### src/rtl/uart_show_tx.sv
// uart_show_tx: 8N1 UART transmitter that sends a latched multi-byte show
// buffer (byte 0 first, each byte LSB first) and pulses done at the end.
module uart_show_tx #(
  parameter int CLKS_PER_BIT = 868,
  parameter int MAX_BYTES    = 16
) (
  input  logic         clk,
  input  logic         reset,
  input  logic         start,
  input  logic [127:0] tx_show,
  input  logic [4:0]   show_len,
  output logic         tx,
  output logic         busy,
  output logic         done
);

  localparam int CW = (CLKS_PER_BIT > 1) ? $clog2(CLKS_PER_BIT) : 1;
  localparam logic [CW-1:0] BAUD_LAST = CW'(CLKS_PER_BIT - 1);
  localparam logic [4:0]    LEN_CAP   = 5'(MAX_BYTES);

  typedef enum logic [1:0] {IDLE, START, DATA, STOP} state_t;

  state_t        state;
  logic [127:0]  payload;
  logic [4:0]    len;
  logic [3:0]    byte_idx;
  logic [2:0]    bit_idx;
  logic [CW-1:0] baud;

  logic [4:0] req_len;
  logic       baud_wrap;
  logic [2:0] bit_next;
  logic       last_byte;

  // Clamp the requested length to the buffer capacity.
  assign req_len   = (show_len > LEN_CAP) ? LEN_CAP : show_len;
  assign baud_wrap = (baud == BAUD_LAST);
  assign bit_next  = bit_idx + 3'd1;
  // len is at least 1 whenever we are outside IDLE, so len-1 cannot underflow.
  assign last_byte = ({1'b0, byte_idx} >= (len - 5'd1));

  // Frame sequencer: all outputs are registered so tx never glitches.
  always_ff @(posedge clk or negedge reset) begin
    if (!reset) begin
      state    <= IDLE;
      tx       <= 1'b1;
      busy     <= 1'b0;
      done     <= 1'b0;
      payload  <= '0;
      len      <= '0;
      byte_idx <= '0;
      bit_idx  <= '0;
      baud     <= '0;
    end else begin
      done <= 1'b0;
      case (state)
        IDLE: begin
          tx   <= 1'b1;
          busy <= 1'b0;
          baud <= '0;
          if (start) begin
            payload  <= tx_show;
            len      <= req_len;
            byte_idx <= '0;
            bit_idx  <= '0;
            if (req_len != 5'd0) begin
              state <= START;
              tx    <= 1'b0;
              busy  <= 1'b1;
            end else begin
              // Empty request completes immediately without touching the line.
              done <= 1'b1;
            end
          end
        end

        START: begin
          if (baud_wrap) begin
            baud    <= '0;
            bit_idx <= '0;
            state   <= DATA;
            tx      <= payload[{byte_idx, 3'd0}];
          end else begin
            baud <= baud + CW'(1);
          end
        end

        DATA: begin
          if (baud_wrap) begin
            baud <= '0;
            if (bit_idx == 3'd7) begin
              state <= STOP;
              tx    <= 1'b1;
            end else begin
              bit_idx <= bit_next;
              tx      <= payload[{byte_idx, bit_next}];
            end
          end else begin
            baud <= baud + CW'(1);
          end
        end

        STOP: begin
          if (baud_wrap) begin
            baud <= '0;
            if (!last_byte) begin
              // Next start bit follows the stop bit with no idle gap.
              byte_idx <= byte_idx + 4'd1;
              state    <= START;
              tx       <= 1'b0;
            end else begin
              state <= IDLE;
              tx    <= 1'b1;
              busy  <= 1'b0;
              done  <= 1'b1;
            end
          end else begin
            baud <= baud + CW'(1);
          end
        end

        default: begin
          state <= IDLE;
          tx    <= 1'b1;
          busy  <= 1'b0;
        end
      endcase
    end
  end

endmodule

### config.mk
export PLATFORM = sky130hd
export DESIGN_NAME = uart_show_tx
export DESIGN_NICKNAME = d
export VERILOG_FILES = /design/src/rtl/uart_show_tx.sv
export SDC_FILE = /design/constraint.sdc
export NUM_CORES = 1
export LEC_CHECK = 0
export ABC_CLOCK_PERIOD_IN_PS = 2550
export BUFFER_PORTS_ARGS = -buffer_cell sky130_fd_sc_hd__buf_4
export CAP_MARGIN = 30
export CORE_UTILIZATION = 51
export DETAILED_ROUTE_END_ITERATION = 8
export GPL_TIMING_DRIVEN = 0
export PLACE_DENSITY = 0.86
export SLEW_MARGIN = 20
export SYNTH_ARGS = -nofsm -noshare
export SYNTH_HDL_FRONTEND = slang
export SYNTH_SLANG_ARGS = --single-unit
### constraint.sdc
create_clock -name clk -period 2.55 [get_ports clk]
set_input_delay 0 -clock clk [delete_from_list [all_inputs] [get_ports clk]]
set_output_delay 0 -clock clk [all_outputs]
set_load 0.01 [all_outputs]
# Word level (Yosys, flattened, before mapping)
# Index checks and enable logic that the tools add are counted.
# op_classes
add_sub_neg,4
magnitude_cmp,4
n_eq_ne,14
n_mux,40
n_reduce_logical,11
# op_table
operator,count
$pmux W10 S2,1
$ne A2 B2 Y1 const B,9
$lt A7 B8 Y1 const B,2
$mux W1,16
$mux W2,6
$mux W3,4
$mux W4,3
$add A10 B1 Y10 const B,1
$eq A10 B10 Y1 const B,1
$mux W10,1
$pmux W3 S3,1
$pmux W2 S4,1
$pmux W4 S2,1
$bmux W1 S7,1
$reduce_and A3 Y1,2
$reduce_and A6 Y1,1
$ge A4 B5 Y1,1
$gt A5 B5 Y1 const B,1
$mux W5,1
$reduce_and A5 Y1,1
$reduce_bool A5 Y1,1
$sub A5 B1 Y5 const B,1
$add A4 B1 Y4 const B,1
$bmux W1 S4,1
12 further kinds,14
# word_totals
regBits,155
out_inout_bits,3
wordCells,82

# Logic depth before layout (Yosys ltp)
# logic_depth
depth_word,6
mapped_depth,11
mapped_depth_nobuf,10

# Worst setup path after synthesis
# OpenSTA, ideal clock, no wires.
# synth_timing
kind,reg2reg
startpoint,register byte_idx[0]
endpoint,register byte_idx[3]
setup_time_ns,0.121
arrival_time_ns,2.318
required_time_ns,2.429
setup_slack_ns,0.111
path_stages_with_launch,11
path_buffers,1
period_less_slack_ns,2.439
cell_sequence,dfrtp_1 > buf_2 > inv_1 > ha_1 > nand2b_1 > a211oi_1 > o21bai_1 > a21boi_2 > nand4_1 > mux2_1 > a22o_1
# synth_via
elab_chain_cells,4
# synth_lines
element,line_no,source
from (decl),26,logic [3:0] byte_idx;
from (signal assigned),108,byte_idx <= byte_idx + 4'd1;
$add A4 B1 Y4,108,
$mux W4,106,if (!last_byte) begin
$mux W4,104,if (baud_wrap) begin
$pmux W4 S2,56,case (state)
# Parallel ways exist; a longest one is shown, timed or not. The select of a mux whose other input is x is not followed.
# A chain may end at the register's enable or synchronous reset.

# Worst setup path after layout
# layout_timing
startpoint,register bit_idx[1]
endpoint,register tx
# layout_via
elab_chain_cells,6
# layout_lines
element,line_no,source
from (decl),27,logic [2:0] bit_idx;
from (signal assigned),95,bit_idx <= bit_next;
$add A3 B1 Y3,38,assign bit_next = bit_idx + 3'd1;
$bmux W1 S7,96,"tx <= payload[{byte_idx, bit_next}];"
$mux W1 (implied by the code),96,
$mux W1 *,91,if (bit_idx == 3'd7) begin
$mux W1 *,89,if (baud_wrap) begin
$pmux W1 S4 *,56,
to (signal assigned),82,"tx <= payload[{byte_idx, 3'd0}];"
to (signal assigned),96,
to (decl),12,"output logic tx,"
# Mark *: on every way between the ends. The rest lies on a longest branch, timed or not. The select of a mux whose other input is x is not followed.

==> reports/qor.csv <==
metric,value,unit
library cells used by synthesis,50,
Startpoint Class,flop,
post-DR vias/cell,6.08,
worst skew pair latency,420,ps
"most common cell after layout, fill and taps aside",dfrtp_1,
Core ar.,14600,µm²
met2 usage,57.5,%
first-pass detailed-route iteration total,5,
power per cell area,533,nW/µm²
Die W,125,µm
initial DRC count,588,
largest net degree at the start of global routing,104,
crit path time final,2560,ps
gpl congestion,0.882,
vias in the first global route,7070,
synthesized flop and latch total,155,
initial antenna violation count,1,
Worst Path Arrival,2910,ps
R2R depth,9,
"commonest cells after routing, fill and taps aside","dfrtp_1, buf_4, mux2_2",
Detailed Route WL,25500,µm
first-pass GRT wire length,38000,µm
"Top FF cell, synth",dfrtp_1,
final setup violation count,1,
synthesized net count,718,
fin crit share,101,%
count of final hold-check violations,0,
gr busiest metal,met2,
Worst setup EP type,flop,
"top cells by area, synth","dfrtp_1, mux2_2, mux4_1",
row count,44,
"EDFF count, synth",0,
r2r setup slk,-10,ps
Final Slew Violations,0,
Pleak,0.00546,µW
Final WS setup,-14.9,ps
Setup Skew,14.8,ps
placed insts,892,
worst slew pin tran,602,ps
DR WL/cell,24.0,µm
FF-to-FF Start,bit_idx[1],
share of cells above drive strength 1,41.0,%
failing checks,setup timing,
critical path peak fanout,10,
HP Class,in2async,
"Req. time, crit path",2890,ps
Residual DRC,0,
met3 GRT Util,7.13,%
Die Area,15500,µm²
Crit Path Class,reg2reg,
sequential area share after synthesis,50.7,%
reg2reg end,tx,
Root Driver,clkbuf_16,
Antenna Nets Post-Route,0,
average size of a mapped cell,13.5,µm²
clk buf depth,2,
clk slew on worst S/H paths,60,ps
io pins,139,
async set-reset flop share out of synthesis,100,%
GR Util met1,34.4,%
Yosys Warn Count,0,
final net count,1015,
WHS,114,ps
clock sink count,155,
slew margin rel.,59.9,%
maximum clock frequency,390,MHz
Num CTS Buffers,17,
dpl hpwl,13600,µm
Synth Cell Area,7660,µm²
VDD IR max,500,µV
Tot GR Track Use,32.1,%
Buffers on Ports,138,
Yosys top cell area share,50.3,%
CTS tree,yes,
Starting Density,52.5,%
die height,125,µm
Finished Layout Cells,1064,
Area Growth Syn to Fin,44.8,%
Via Count,6472,
gr ovfl total,0,
H-Tree Level Count,4,
most area-hungry cell type in the Yosys netlist,dfrtp_1,
status,finished with violations,
Cells after Synth,569,
number of max-cap violations,0,
metal layers:
metal  share of wire, %  wire length [µm]
met1                 34              8760
met2                 52             13200
met3                7.3              1870
met4                6.6              1700
met5                  0                 0
cells in the mapped netlist (all sizes together), types with 2 or more instances:
cell type / instances
a311oi: 3
and3: 2
mux2: 140
a221oi: 5
xnor2: 6
o21ai: 14
a22oi: 4
ha: 13
a31oi: 4
and4: 2
a22o: 3
nor2: 29
o211ai: 2
or4: 3
mux4: 24
or3: 2
nor2b: 6
a211oi: 5
or2: 2
nand2b: 7
a21oi: 6
inv: 11
xor2: 4
nor3: 4
clkbuf: 20
o2111ai: 2
buf: 15
nand2: 30
nand4: 4
nand3: 12
mux2i: 20
dfrtp: 154
flip-flops by register name, summed over array words and instances, names as in the netlist:
register,count
baud,10
bit_idx,3
busy,1
byte_idx,4
done,1
len,5
payload,128
state,2
tx,1
logic make-up after synthesis:
kind of cell	after synthesis	synth area share (%)
multiplexers	184	31.0
AO/OA/AOI/OAI	55	5.08
XOR/XNOR	10	1.14
adder cells (fa/ha/maj)	13	2.12
AND/OR/NAND/NOR	106	6.68
flip-flops	155	50.7
buffers and inverters	46	3.33
report_power, final:
group / internal, µW / switching, µW
registers: 2460 / 3.38
clock network: 1770 / 1060
logic: 358 / 252
total: 4590 / 1320
repair_timing:
| action | 4_1_cts | 5_1_grt |
|---|---|---|
| hold buffers | 135 | 0 |
| endpoints found under the hold margin | 288 | 0 |
| setup buffers | 2 | 4 |
| resized for setup | 16 | 13 |
| pin swaps | 1 | 3 |
| endpoints found under the setup margin | 114 | 66 |
worst max path at each step:
stage	start	end	slack, ps	cells after the start
2_1_floorplan	byte_idx[0]	byte_idx[3]	110	10
3_3_place_gp	bit_idx[0]	tx	-360	9
3_5_place_dp	bit_idx[0]	tx	-420	9
4_1_cts	bit_idx[0]	tx	20	8
5_1_grt	bit_idx[0]	tx	-280	10
6_report	bit_idx[1]	tx	-10	9
critical path, stage by stage (launching register included):
cell and delay, ps:
dfrtp_1 400, ha_1 370, clkbuf_4 280, buf_6 220, mux4_1 240, nand2_1 70
a311oi_1 340, a21oi_1 100, a32o_2 330, a21oi_2 130
stage by stage:
stage	setup TNS, ps	setup slack (ps)	instance area, µm²	power, µW	utilization (%)
2_1_floorplan	0	111	7660	2630	-
3_5_place_dp	-8070	-419	8960	2900	61.4
5_1_grt	-339	-280	11100	6060	76.0
4_1_cts	0	19.7	11000	5830	75.5
3_3_place_gp	-2710	-361	8920	2880	61.2
6_report	-14.9	-14.9	11100	5910	76.0
area by class of cell:
cell class	count	area (µm²)
fill	772	3500
tap	184	230
sequential	155	3880
antenna	1	2.50
multi-input combinational	368	3560
timing repair buffer	280	2470
clock inverter	13	213
inverter	11	45.0
clock buffer	19	443
buffer	33	239
No activity file was read; power rests on OpenSTA's default activity.
